`config.mk`:
```
export PLATFORM = sky130hd
export DESIGN_NAME = sha3_stream_feeder_flat
export DESIGN_NICKNAME = d
export VERILOG_FILES = /design/src/rtl/sha3_stream_feeder_pkg.sv /design/src/rtl/sha3_stream_feeder_if.sv /design/src/rtl/sha3_stream_feeder_lfsr.sv /design/src/rtl/sha3_stream_feeder.sv /design/src/flat_wrapper.sv
export SDC_FILE = /design/constraint.sdc
export NUM_CORES = 1
export LEC_CHECK = 0
export ABC_AREA = 1
export BUFFER_PORTS_ARGS = -buffer_cell sky130_fd_sc_hd__buf_2
export CAP_MARGIN = 20
export CORE_AREA = 2 2 239 241
export DETAILED_ROUTE_END_ITERATION = 16
export DIE_AREA = 0 0 241 243
export SYNTH_ARGS = -nofsm -noshare
export SYNTH_HDL_FRONTEND = slang
export SYNTH_HIERARCHICAL = 1
export SYNTH_SLANG_ARGS = --single-unit
```
`constraint.sdc`:
```
create_clock -name clk -period 1.4 [get_ports clk]
set_input_delay 0.07 -clock clk [delete_from_list [all_inputs] [get_ports clk]]
set_output_delay 0.07 -clock clk [all_outputs]
set_load 0.01 [all_outputs]
```
`src/rtl/sha3_stream_feeder_pkg.sv`:
```
// sha3_feeder_pkg: shared state encoding, LFSR taps and digest fold helper for the SHA3 stream feeder
package sha3_feeder_pkg;
  typedef enum logic [2:0] {S_IDLE, S_CLR, S_SEND, S_LAST, S_WAIT, S_CAPTURE} state_t;
  localparam logic [31:0] LFSR_TAPS = 32'h8020_0003;
  localparam int FOLD_W = 32;
  function automatic logic [FOLD_W-1:0] fold_digest(input logic [511:0] d);
    fold_digest = '0;
    for (int i = 0; i < 512 / FOLD_W; i++) fold_digest ^= d[i*FOLD_W +: FOLD_W];
  endfunction
endpackage

```
`src/rtl/sha3_stream_feeder_if.sv`:
```
// sha3_stream_feeder_if: word-input and digest signals between the feeder (master) and the SHA3 core (slave)
interface sha3_stream_feeder_if;
  logic         sha3_reset;
  logic [31:0]  sha3_in;
  logic         sha3_in_ready;
  logic         sha3_is_last;
  logic [1:0]   sha3_byte_num;
  logic         sha3_buffer_full;
  logic [511:0] sha3_out;
  logic         sha3_out_ready;
  modport master (
    output sha3_reset, sha3_in, sha3_in_ready, sha3_is_last, sha3_byte_num,
    input  sha3_buffer_full, sha3_out, sha3_out_ready
  );
  modport slave (
    input  sha3_reset, sha3_in, sha3_in_ready, sha3_is_last, sha3_byte_num,
    output sha3_buffer_full, sha3_out, sha3_out_ready
  );
endinterface

```
`src/rtl/sha3_stream_feeder_lfsr.sv`:
```
// galois_lfsr32: 32-bit right-shifting Galois LFSR with synchronous load and advance
module galois_lfsr32 import sha3_feeder_pkg::*; #(
  parameter logic [31:0] SEED = 32'hACE1_0001
) (
  input  logic        clk,
  input  logic        rst_n,
  input  logic        load_i,
  input  logic        adv_i,
  output logic [31:0] value_o
);
  logic [31:0] lfsr_q, lfsr_d;
  always_comb lfsr_d = load_i ? SEED : adv_i ? ((lfsr_q >> 1) ^ (lfsr_q[0] ? LFSR_TAPS : 32'h0)) : lfsr_q;
  always_ff @(posedge clk or negedge rst_n)
    if (!rst_n) lfsr_q <= SEED;
    else lfsr_q <= lfsr_d;
  assign value_o = lfsr_q;
endmodule

```
`src/rtl/sha3_stream_feeder.sv`:
```
// sha3_stream_feeder: streams an LFSR message into the SHA3 core and folds the returned digest into a signature
module sha3_stream_feeder import sha3_feeder_pkg::*; #(
  parameter int          MAX_BYTES = 1024,
  parameter logic [31:0] LFSR_SEED = 32'hACE1_0001,
  parameter int          TIMEOUT   = 4096
) (
  input  logic                 clk,
  input  logic                 rst_n,
  input  logic                 start_i,
  input  logic [15:0]          msg_bytes_i,
  sha3_stream_feeder_if.master core,
  output logic                 busy_o,
  output logic                 done_o,
  output logic                 error_o,
  output logic [FOLD_W-1:0]    digest_sig_o,
  output logic [15:0]          msg_count_o
);
  localparam int TW = TIMEOUT > 1 ? $clog2(TIMEOUT) : 1;
  state_t            state_q, state_d;
  logic [15:0]       words_q, words_d, cnt_q, cnt_d, len;
  logic [1:0]        rem_q, rem_d;
  logic [TW-1:0]     wait_q, wait_d;
  logic              done_q, done_d, error_q, error_d, load, issue;
  logic [FOLD_W-1:0] sig_q, sig_d;
  logic [31:0]       lfsr;
  galois_lfsr32 #(.SEED(LFSR_SEED)) u_lfsr (
    .clk(clk), .rst_n(rst_n), .load_i(load), .adv_i(issue), .value_o(lfsr)
  );
  assign len   = msg_bytes_i > 16'(MAX_BYTES) ? 16'(MAX_BYTES) : msg_bytes_i;
  assign issue = core.sha3_in_ready;
  assign core.sha3_reset    = state_q == S_CLR;
  assign core.sha3_in_ready = (state_q == S_SEND || state_q == S_LAST) && !core.sha3_buffer_full;
  assign core.sha3_is_last  = state_q == S_LAST && core.sha3_in_ready;
  assign core.sha3_byte_num = core.sha3_is_last ? rem_q : 2'd0;
  // final word keeps only the top rem bytes; rem=0 yields an all-zero word
  assign core.sha3_in = state_q == S_SEND ? lfsr
                      : state_q == S_LAST ? lfsr & ~(32'hFFFF_FFFF >> {rem_q, 3'b000}) : 32'h0;
  assign busy_o       = state_q != S_IDLE;
  assign done_o       = done_q;
  assign error_o      = error_q;
  assign digest_sig_o = sig_q;
  assign msg_count_o  = cnt_q;
  always_comb begin
    state_d = state_q;
    words_d = words_q;
    rem_d   = rem_q;
    wait_d  = wait_q;
    done_d  = 1'b0;
    error_d = error_q;
    sig_d   = sig_q;
    cnt_d   = cnt_q;
    load    = 1'b0;
    case (state_q)
      S_IDLE: if (start_i) begin
        words_d = {2'b00, len[15:2]};
        rem_d   = len[1:0];
        error_d = 1'b0;
        load    = 1'b1;
        state_d = S_CLR;
      end
      S_CLR: state_d = words_q != '0 ? S_SEND : S_LAST;
      S_SEND: if (issue) begin
        words_d = words_q - 16'd1;
        state_d = words_q == 16'd1 ? S_LAST : S_SEND;
      end
      S_LAST: if (issue) begin
        wait_d  = '0;
        state_d = S_WAIT;
      end
      S_WAIT: if (core.sha3_out_ready) state_d = S_CAPTURE;
        else if (wait_q == TW'(TIMEOUT - 1)) begin
          error_d = 1'b1;
          state_d = S_IDLE;
        end else wait_d = wait_q + 1'b1;
      S_CAPTURE: begin
        sig_d   = fold_digest(core.sha3_out);
        done_d  = 1'b1;
        cnt_d   = cnt_q + 16'd1;
        state_d = S_IDLE;
      end
      default: state_d = S_IDLE;
    endcase
  end
  always_ff @(posedge clk or negedge rst_n)
    if (!rst_n) begin
      state_q <= S_IDLE;
      words_q <= '0;
      rem_q   <= '0;
      wait_q  <= '0;
      done_q  <= 1'b0;
      error_q <= 1'b0;
      sig_q   <= '0;
      cnt_q   <= '0;
    end else begin
      state_q <= state_d;
      words_q <= words_d;
      rem_q   <= rem_d;
      wait_q  <= wait_d;
      done_q  <= done_d;
      error_q <= error_d;
      sig_q   <= sig_d;
      cnt_q   <= cnt_d;
    end
endmodule

```
`src/flat_wrapper.sv`:
```
// flat-port wrapper written by rule: the top's interface ports become plain ports
module sha3_stream_feeder_flat import sha3_feeder_pkg::*;
#(
  parameter int          MAX_BYTES = 1024,
  parameter logic [31:0] LFSR_SEED = 32'hACE1_0001,
  parameter int          TIMEOUT   = 4096
)
  (clk, rst_n, start_i, msg_bytes_i, busy_o, done_o, error_o, digest_sig_o, msg_count_o, core_sha3_reset, core_sha3_in, core_sha3_in_ready, core_sha3_is_last, core_sha3_byte_num, core_sha3_buffer_full, core_sha3_out, core_sha3_out_ready);
  sha3_stream_feeder_if core_i ();
  input  logic clk;
  input  logic rst_n;
  input  logic start_i;
  input  logic [15:0] msg_bytes_i;
  output logic busy_o;
  output logic done_o;
  output logic error_o;
  output logic [FOLD_W-1:0] digest_sig_o;
  output logic [15:0] msg_count_o;
  output wire logic [$bits(core_i.sha3_reset)-1:0] core_sha3_reset;
  output wire logic [$bits(core_i.sha3_in)-1:0] core_sha3_in;
  output wire logic [$bits(core_i.sha3_in_ready)-1:0] core_sha3_in_ready;
  output wire logic [$bits(core_i.sha3_is_last)-1:0] core_sha3_is_last;
  output wire logic [$bits(core_i.sha3_byte_num)-1:0] core_sha3_byte_num;
  input wire logic [$bits(core_i.sha3_buffer_full)-1:0] core_sha3_buffer_full;
  input wire logic [$bits(core_i.sha3_out)-1:0] core_sha3_out;
  input wire logic [$bits(core_i.sha3_out_ready)-1:0] core_sha3_out_ready;
  assign core_sha3_reset = core_i.sha3_reset;
  assign core_sha3_in = core_i.sha3_in;
  assign core_sha3_in_ready = core_i.sha3_in_ready;
  assign core_sha3_is_last = core_i.sha3_is_last;
  assign core_sha3_byte_num = core_i.sha3_byte_num;
  assign core_i.sha3_buffer_full = core_sha3_buffer_full;
  assign core_i.sha3_out = core_sha3_out;
  assign core_i.sha3_out_ready = core_sha3_out_ready;
  sha3_stream_feeder #(.MAX_BYTES(MAX_BYTES), .LFSR_SEED(LFSR_SEED), .TIMEOUT(TIMEOUT)) u_core (.clk(clk), .rst_n(rst_n), .start_i(start_i), .msg_bytes_i(msg_bytes_i), .core(core_i), .busy_o(busy_o), .done_o(done_o), .error_o(error_o), .digest_sig_o(digest_sig_o), .msg_count_o(msg_count_o));
endmodule
```
# Word-level counts from Yosys, hierarchy flattened
# Cells that the tools add are included.
[totals]
word_cells = 91
out_inout_bits = 88
ff_bits = 115
inputBits = 533
[classes]
reduce_logical = 16
magnitude_cmp = 1
shifts = 1
bitwise_logic = 18
n_addsub = 3
n_eq_ne = 14
n_mux = 29
[op_table]
columns = ["cell", "n"]
rows = [
  ["XOR 32 bit", 15],
  ["two-way mux 32 bit", 5],
  ["two-way mux 16 bit", 3],
  ["two-way mux 12 bit", 3],
  ["AND 32 bit", 1],
  ["inverter 32 bit", 1],
  ["one-hot mux 16 bit (2 select lines)", 1],
  [">> shifter 32 x 5 -> 32 bit (first input constant)", 1],
  ["XOR 31 x 32 -> 32 bit", 1],
  ["one-hot mux 12 bit (2 select lines)", 1],
  ["adder 16 x 1 -> 16 bit (second input constant)", 1],
  ["== test 16 x 1 -> 1 bit (second input constant)", 1],
  ["> comparator 16 x 11 -> 1 bit (second input constant)", 1],
  ["nonzero test 16 bit", 1],
  ["subtractor 16 x 1 -> 16 bit (second input constant)", 1],
  ["two-way mux 3 bit", 5],
  ["one-hot mux 3 bit (5 select lines)", 1],
  ["adder 12 x 1 -> 12 bit (second input constant)", 1],
  ["== test 12 bit (second input constant)", 1],
  ["AND reduction 4 bit", 3],
  ["two-way mux 1 bit", 8],
  ["nonzero test 2 bit", 4],
  ["== test 3 x 2 -> 1 bit (second input constant)", 2],
  ["== test 3 bit (second input constant)", 2],
  ["13 further kinds", 18],
]

# Depth between registers and ports, before layout
# Gate-level depths: netlist (run 1).
[depth]
depth_word = 15
depth_mapped = 13

# By module
# Netlist (run 1), hierarchy kept.
[by_module_without_submodules]
columns = ["mod", "n_inst", "area_each_um2", "cells_each", "seq_area_each_um2"]
rows = [
  ["sha3_stream_feeder", 1, 12137.9, 2252, 2077.0],
  ["galois_lfsr32", 1, 1338.8, 136, 812.0],
]

# Worst setup path after synthesis (run 1)
# No wires, ideal clock.
[synth_timing]
path_kind = "register -> register"
startpoint = "register u_core.state_q[2]"
endpoint = "register u_core.wait_q[3]"
required_ns = 1.284
t_arrival_ns = 1.430
path_slack_ns = -0.147
path_stages_with_launch = 12
path_cell_list = "dfrtp_1 -> inv_2 -> nand2_1 -> nor2_1 -> inv_1 -> nor2_2 -> inv_2 -> nand2_2 -> nand2_2 -> buf_6 -> nand2_1 -> nand2_1"
[synth_via]
elab_chain_len = 5
word_cells_on_any_way = 11
classes_between = "6 x eq/ne; 1 x mux; 4 x reduce/logical"
[synth_lines]
columns = ["element", "line_no", "rtl"]
rows = [
  ["from (decl)", "sha3_stream_feeder.sv:19", "state_t state_q, state_d;"],
  ["from (signal assigned)", "sha3_stream_feeder.sv:95", "state_q <= state_d;"],
  ["== test 3 x 2 -> 1 bit (on tied branches)", "sha3_stream_feeder.sv:32, sha3_stream_feeder.sv:53", ""],
  ["logical OR 1 bit", "sha3_stream_feeder.sv:32", "assign core.sha3_in_ready = (state_q == S_SEND || state_q == S_LAST) && !core.sha3_buffer_full;"],
  ["logical AND 1 bit", "sha3_stream_feeder.sv:32", ""],
  ["!= test 2 x 1 -> 1 bit (no line)", "-", ""],
  ["AND reduction 4 bit (no line)", "-", ""],
  ["to (signal assigned)", "sha3_stream_feeder.sv:98", "wait_q <= wait_d;"],
  ["to (decl)", "sha3_stream_feeder.sv:22", "logic [TW-1:0] wait_q, wait_d;"],
]
# Several ways; a longest one is shown, not always the timed one.
# A chain may end at the register's enable or synchronous reset.

# Worst setup path after layout (run 1)
[layout_timing]
startpoint = "register u_core.state_q[2]"
endpoint = "output port core_sha3_in[26]"
[layout_via]
elab_chain_len = 3
word_cells_on_any_way = 4
classes_between = "2 x eq/ne; 2 x mux"
[layout_lines]
columns = ["element", "line_no", "rtl"]
rows = [
  ["== test 3 x 2 -> 1 bit", "sha3_stream_feeder.sv:37", ": state_q == S_LAST ? lfsr & ~(32'hFFFF_FFFF >> {rem_q, 3'b000}) : 32'h0;"],
  ["two-way mux 32 bit", "sha3_stream_feeder.sv:37", ""],
  ["two-way mux 32 bit (*)", "sha3_stream_feeder.sv:36", "assign core.sha3_in = state_q == S_SEND ? lfsr"],
  ["to (decl)", "flat_wrapper.sv:20", "output wire logic [$bits(core_i.sha3_in)-1:0] core_sha3_in;"],
]
# Every way passes the cells marked *; elsewhere a longest branch is shown, timed or not.

==> impl_metrics.ini, run 1 <==
[run_status]
status = finished, violations left
violated_checks = negative setup slack

[power_and_ir_drop]
vdd_ir_drop_max_v = 0.000702
total_power_w = 0.0238
power.density_cell_area_nw_per_um2 = 1170
p_leak_nw = 12.3

[drt]
post_drt_wl_per_cell_um = 12.7
detailedRoute.firstPassIterationCount = 7
drcViolationCount = 0
detail-route-antenna-nets = 0
wirelength_um = 50100
vias_post_dr = 16100
drtIter0Drc = 560
detail_route.vias_per_cell = 4.09

[worst_setup_path]
timing.critical_path.to_type = output port
length_in_cells_of_the_worst_reg_to_reg_path = 12
worstPathArrival_ns = 1.72
worstPathMaxFanout = 8
critical_path_class = reg -> out
worstReg2RegStart = u_core/state_q[2]
reg2reg_to = u_core/u_lfsr/value_o[11]
cp-endpoint = core_sha3_in[26]
cp-startpoint = u_core/state_q[2]
timing.critical_path.required_ns = 1.33
rrSetupSlack_ns = -0.34
crit_path_start_kind = flop

[timing]
layout_min_cycle_time_ns = 1.79
setup_total_negative_slack_ns = -26.15
finalHoldViolations = 0
crit_path_setup_slack_layout_ns = -0.389
period_share = 1.28
relSlewSlack = 0.477
clock_skew_ns = 0.0112
report.final.slew_viol_count = 0
tightest_slew_ns = 0.780
unrepaired_setup_endpoints_after_global_routing = true
clock.fmax_ghz = 0.559
setup_viol = 147

[yosys]
synthesis.area_per_instance_sq_um = 5.64
yosys_register_bits = 115
synthesis.instances = 2388
synth.cell_area_sq_um = 13500
yosysTopAreaCellShare = 0.288
seq_area_frac_synth = 0.214
synth_top_cells_by_count = sky130_fd_sc_hd__nand2_1, sky130_fd_sc_hd__inv_1, sky130_fd_sc_hd__nand3_1
synth-main-ff-cell = sky130_fd_sc_hd__dfrtp_1
synth_top_cell_by_area = sky130_fd_sc_hd__nand2_1
synthDistinctLibCells = 37
asyncSetResetFlopFracSynth = 1.00
synth_enable_flop_cells = 0
synth.net_count = 2925
yosysWarningCount = 6
netlist_top_cells_area = sky130_fd_sc_hd__nand2_1, sky130_fd_sc_hd__dfrtp_1, sky130_fd_sc_hd__inv_1, sky130_fd_sc_hd__xnor2_1, sky130_fd_sc_hd__nand3_1
yosysMostFrequentCell = sky130_fd_sc_hd__nand2_1

[grt]
grt_max_degree = 37
gr-usage-all-layers = 0.160
grt_antenna_before_repair = 7
grt_first_pass_wirelength_um = 73600
grt_overflow_total = 0
grt_pass1_vias = 15000

[clocking]
tritoncts.num_buffers = 17
worstSkewPairLatency_ns = 0.44
clockRootBuffer = sky130_fd_sc_hd__clkbuf_16
cts.sink_count = 115
h_tree_depth = 4
clk_pin_slew_worst_paths_ns = 0.06
cts.path.max_buffers = 2
cts_tree = yes

[die]
floorplan.initialDensity = 0.241
floorplan.die_area_sq_um = 58600
ioPinCount = 621
die_x_um = 241
placement_row_count = 87
fp.coreArea_sq_um = 56000
floorplan.die.height_um = 243

[placed_design]
place.port_buffers = 620
place.detailed.hpwl_um = 40200
place.detailed.instances = 3839
finalWeightedCongestion = 0.910

[finish]
areaGrowthSynthToFinish_pct = 51.0
n_fill_cell = 6061
stdcell_count = 3932
layout-drive-gt1-share = 0.307
nets = 3691

[job]
cap_viol_max_count = 0

[worst_hold_path]
hold_sp = start_i
hp-class = in -> reg
hold-path-cell-count = 3
critical path, cell delays in order (launching register included):
cell                      delay, ns
sky130_fd_sc_hd__dfrtp_1       0.40
sky130_fd_sc_hd__inv_2         0.11
sky130_fd_sc_hd__nand2_4       0.07
sky130_fd_sc_hd__nor2_4        0.11
sky130_fd_sc_hd__inv_2         0.07
sky130_fd_sc_hd__o21ai_2       0.17
sky130_fd_sc_hd__inv_2         0.11
sky130_fd_sc_hd__nor2_1        0.11
sky130_fd_sc_hd__buf_2         0.13
cells by family (layout without fill, tap and decap cells):
logic type | after synthesis | after routing | share of synthesized area
flip-flops | 115 | 115 | 0.214
adder cells (fa/ha/maj) | 4 | 4 | 0.00371
XOR/XNOR | 252 | 252 | 0.164
AND/OR/NAND/NOR | 1474 | 1476 | 0.450
buffers and inverters | 464 | 1241 | 0.133
other | 0 | 9 | 0
AO/OA/AOI/OAI | 79 | 79 | 0.0350
power by group:
group          leakage (nW)  switching (W)  internal [W]
clock                 0.303        0.00180       0.00300
combinational          10.5        0.00765       0.00602
sequential             1.46       0.000839       0.00449
worst min-delay path by stage:
| stage | endpoint | slack, ns |
|---|---|---|
| after floorplan | u_core/digest_sig_o[0] | -0.23 |
| after CTS | u_core/wait_q[0] | 0.0007 |
| final | u_core/state_q[2] | 0.07 |
| after global placement | u_core/words_q[4] | -0.008 |
| after detailed placement | u_core/words_q[4] | -0.007 |
| after global routing | u_core/state_q[2] | 0.07 |
layout by cell type, fill, tap and decap left out, types with 3 or more instances in the layout:
cell                            synthesis  routed
sky130_fd_sc_hd__dlygate4sd3_1          0      13
sky130_fd_sc_hd__clkbuf_8               0       4
sky130_fd_sc_hd__a21oi_2                0       7
sky130_fd_sc_hd__buf_12                 0      11
sky130_fd_sc_hd__o21ai_1               11      19
sky130_fd_sc_hd__inv_1                438     426
sky130_fd_sc_hd__nand3b_1               4       4
sky130_fd_sc_hd__a22oi_2                0       3
sky130_fd_sc_hd__nand2_8                0       5
sky130_fd_sc_hd__nor3_1                 6       4
sky130_fd_sc_hd__o21ai_2               14      23
sky130_fd_sc_hd__inv_2                  6      14
sky130_fd_sc_hd__o21ai_0               24       5
sky130_fd_sc_hd__nor2_2                 6      14
sky130_fd_sc_hd__xor2_1               113     113
sky130_fd_sc_hd__buf_6                  6      29
sky130_fd_sc_hd__xnor2_1              139     139
sky130_fd_sc_hd__nand2b_1              36      36
sky130_fd_sc_hd__nor3_2                 2       3
sky130_fd_sc_hd__nor2_1               141     113
sky130_fd_sc_hd__clkbuf_16              0      23
sky130_fd_sc_hd__bufinv_16              0       3
sky130_fd_sc_hd__nand2_4                1      15
sky130_fd_sc_hd__a21oi_1               21      13
sky130_fd_sc_hd__nand2_2                6      34
sky130_fd_sc_hd__nand3_2                1      19
sky130_fd_sc_hd__nor2_4                 5      26
sky130_fd_sc_hd__dfstp_2                9       9
sky130_fd_sc_hd__nand3_1              223     204
sky130_fd_sc_hd__nand4_1                7       7
sky130_fd_sc_hd__buf_2                  3     610
sky130_fd_sc_hd__buf_4                  2      88
sky130_fd_sc_hd__buf_8                  0       4
sky130_fd_sc_hd__inv_4                  0       3
sky130_fd_sc_hd__dfrtp_1              106     105
sky130_fd_sc_hd__diode_2                0       9
sky130_fd_sc_hd__nand2_1             1033     987
what timing repair did:
| item | in CTS | in global routing |
|---|---|---|
| setup buffers | 16 | 19 |
| gates cloned | 2 | 8 |
| hold buffers | 12 | 1 |
| endpoints found under the hold margin | 118 | 1 |
| pin swaps | 9 | 42 |
| resized for setup | 68 | 194 |
| setup endpoints to repair | 138 | 146 |
sequential cells by signal (all words and copies together) (netlist names):
name                   flops
u_core/digest_sig_o       32
u_core/u_lfsr/value_o     32
u_core/msg_count_o        16
u_core/words_q            16
u_core/wait_q             12
u_core/state_q             3
u_core/rem_q               2
u_core/done_o              1
u_core/error_o             1
cell type report:
type                    instances  area, sq um  share of cell area
diodes                          9         22.5             0.00111
repair buffers                763         4660               0.229
inverters                     446         1710              0.0843
clock buffers                  22          484              0.0238
flip-flops and latches        115         2890               0.142
multi-input cells            1811         9490               0.466
clock inverters                10          145             0.00713
well taps                     756          946              0.0465
per-stage QoR:
step	util	instance area, sq um	hold slack (ns)	setup WS, ns
2_1_floorplan	-	13500	-0.226	-0.0772
3_3_place_gp	0.325	18200	-0.00819	-0.113
3_5_place_dp	0.325	18200	-0.00731	-0.143
4_1_cts	0.346	19400	0.000715	-0.358
5_1_grt	0.363	20300	0.0655	-0.512
6_report	0.364	20300	0.0740	-0.389
per-layer routing:
metal,GRT usage,vias to the layer above,share of wire
li1,-,8652,-
met1,0.177,6934,0.41
met2,0.299,415,0.51
met3,0.0347,62,0.055
met4,0.0548,0,0.028
met5,0,-,0
Note: power is estimated with default switching activity, not from simulation.
==> inputs of run 2 (changes only) <==
Settings changed: SETUP_SLACK_MARGIN set to 0.05.
==> run 2 against run 1 <==
  * The run still ends with negative setup slack left
  * Highest routed layer is now met5
  * Clock-buffer cell count grew 1
  * Global-route usage down 0.085 points
  * Critical path depth unchanged
  * Sequential share of layout area grew 0.64 points
  * Cell area shrank 4.3%
  * Die area did not move
  * Largest power group unchanged
==> impl_metrics.ini, run 2 (synthesized netlist as in run 1, its figures left out) <==
[finish]
nets = 3674
stdcell_count = 3909
areaGrowthSynthToFinish_pct = 44.4
final_cell_area_sq_um = 19500
mostFrequentLayoutCells = sky130_fd_sc_hd__nand2_1, sky130_fd_sc_hd__buf_2, sky130_fd_sc_hd__inv_1, sky130_fd_sc_hd__nand3_1, sky130_fd_sc_hd__xnor2_1
final_common_cell = sky130_fd_sc_hd__nand2_1
layout-drive-gt1-share = 0.276
finish.utilization = 0.348

[worst_setup_path]
worstPathMaxFanout = 8
timing.critical_path.to_type = output port
crit_path_start_kind = flop
worstReg2RegStart = u_core/state_q[1]
reg2reg_to = u_core/words_q[14]
timing.critical_path.required_ns = 1.33
length_in_cells_of_the_worst_reg_to_reg_path = 10
path_delay_family = buffers and inverters
critical_path_class = reg -> out
rrSetupSlack_ns = -0.23
worstPathCellList = inv_2, buf_4, nand3_4, inv_4, a31oi_4, buf_6, nor2_1, buf_2
path_buf_inv = 5
library_cell_contributing_the_largest_single_delay_on_the_critical_path = sky130_fd_sc_hd__dfrtp_1
worst-path-stages = 8
cp-startpoint = u_core/state_q[2]
cpPeakStageDelay_ns = 0.36
cp-endpoint = core_sha3_in[10]
worstPathArrival_ns = 1.68

[timing]
finalHoldViolations = 0
report.final.slew_viol_count = 0
clock.fmax_ghz = 0.571
tightest_slew_ns = 0.624
clock_skew_ns = 0.00985
period_share = 1.25
unrepaired_setup_endpoints_after_global_routing = true
relSlewSlack = 0.581
layout_min_cycle_time_ns = 1.75
setup_total_negative_slack_ns = -20.90
crit_path_setup_slack_layout_ns = -0.351
setup_viol = 144

[grt]
most_utilized_layer_in_the_global_route_result = met2
grtUsageMet2 = 0.295
grt_antenna_before_repair = 5
grt_pass1_vias = 15000
globalRouteMet3Util = 0.0346
groute.layer.met1.usage = 0.180
grt_first_pass_wirelength_um = 73600
grt_overflow_total = 0
grt_max_degree = 33
gr-usage-all-layers = 0.159

[placed_design]
place.detailed.instances = 3838
place.port_buffers = 620
post_dp_cell_area_sq_um = 18200
finalWeightedCongestion = 0.881
dp_worst_setup_slack_ns = -0.172
place.detailed.hpwl_um = 40300

[drt]
post_drt_wl_per_cell_um = 12.1
detail-route-antenna-nets = 0
detail_route.vias_per_cell = 4.09
wirelength_um = 47200
drcViolationCount = 0
vias_post_dr = 16000
detailedRoute.firstPassIterationCount = 4
drtIter0Drc = 550

[clocking]
cts_tree = yes
clk_pin_slew_worst_paths_ns = 0.06
tritoncts.num_buffers = 17
h_tree_depth = 4
clockRootBuffer = sky130_fd_sc_hd__clkbuf_16
cts.path.max_buffers = 2
worstSkewPairLatency_ns = 0.43
cts.sink_count = 115

[power_and_ir_drop]
p_seq_frac = 0.243
vdd_ir_drop_max_v = 0.000795
p_leak_nw = 12.0
p_sw_frac = 0.427
fraction_of_power_consumed_by_the_clock_network = 0.210
internal-power_w = 0.0125
p_sw_w = 0.00934
power.combinational.fraction = 0.547
power.density_cell_area_nw_per_um2 = 1120

[run_status]
status = finished, violations left
violated_checks = negative setup slack

[worst_hold_path]
hp-class = in -> reg
hold-path-cell-count = 5

[die]
placement_row_count = 87
fp.coreArea_sq_um = 56000
floorplan.die_area_sq_um = 58600
ioPinCount = 621
die_x_um = 241
floorplan.die.height_um = 243
floorplan.initialDensity = 0.241

[job]
cap_viol_max_count = 0
-- run 2: power by group through the flow --
stage	Clock [W]	Combinational, W	Sequential (W)
final	0.00459	0.0120	0.00530
after detailed placement	0	0.0108	0.00532
after floorplan	0	0.00603	0.00542
after global routing	0.00493	0.0134	0.00546
after CTS	0.00478	0.0118	0.00531
after global placement	0	0.0107	0.00534
-- run 2: per-layer routing --
layer | routed length, um | share of wire | vias to the layer above
met2 | 23700 | 0.50 | 450
met3 | 2970 | 0.063 | 59
li1 | - | - | 8608
met5 | 13 | 0.00028 | -
met1 | 19500 | 0.41 | 6881
met4 | 1100 | 0.023 | 2
-- run 2: per-stage QoR --
stage          hold WS, ns  power [W]
2_1_floorplan       -0.226     0.0114
3_3_place_gp      -0.00880     0.0161
3_5_place_dp      -0.00734     0.0162
4_1_cts            0.00705     0.0219
5_1_grt             0.0767     0.0238
6_report            0.0540     0.0218
-- run 2: area by class of cell --
| class | count | area (sq um) |
|---|---|---|
| Clock buffer | 23 | 468 |
| Antenna cell | 3 | 7.51 |
| Inverter | 446 | 1710 |
| Timing Repair Buffer | 745 | 4240 |
| Multi-Input combinational cell | 1811 | 9060 |
| Clock inverter | 9 | 133 |
| Tap cell | 756 | 946 |
| Fill cell | 6227 | 36500 |
| Sequential cell | 115 | 2890 |
| Timing Repair inverter | 1 | 3.75 |
-- run 2: worst min path at each step --
stage	startpoint	endpoint	slack [ns]
floorplan	rst_n	u_core/digest_sig_o[0]	-0.23
global placement	rst_n	u_core/words_q[0]	-0.009
detailed placement	rst_n	u_core/words_q[0]	-0.007
CTS	msg_bytes_i[4]	u_core/words_q[2]	0.007
global route	msg_bytes_i[4]	u_core/words_q[2]	0.08
finish	msg_bytes_i[4]	u_core/words_q[2]	0.05
-- run 2: timing repair --
| item | CTS | global route |
|---|---|---|
| setup endpoints to repair | 146 | 149 |
| hold buffers | 12 | 0 |
| buffers inserted | 17 | 4 |
| gates cloned | 3 | 1 |
| hold endpoints to repair | 118 | 0 |
| resized for setup | 83 | 17 |
| pin swaps | 14 | 4 |
-- run 2: worst register-to-register path: stages, from the launching register on --
cell	delay (ns)
sky130_fd_sc_hd__dfrtp_2	0.46
sky130_fd_sc_hd__inv_2	0.13
sky130_fd_sc_hd__nand2_2	0.11
sky130_fd_sc_hd__nor2_4	0.11
sky130_fd_sc_hd__nand2_2	0.08
sky130_fd_sc_hd__o21ai_2	0.11
sky130_fd_sc_hd__buf_12	0.14
sky130_fd_sc_hd__nand3_1	0.06
sky130_fd_sc_hd__nor2_1	0.13
sky130_fd_sc_hd__o21ai_0	0.09
sky130_fd_sc_hd__a21oi_1	0.13
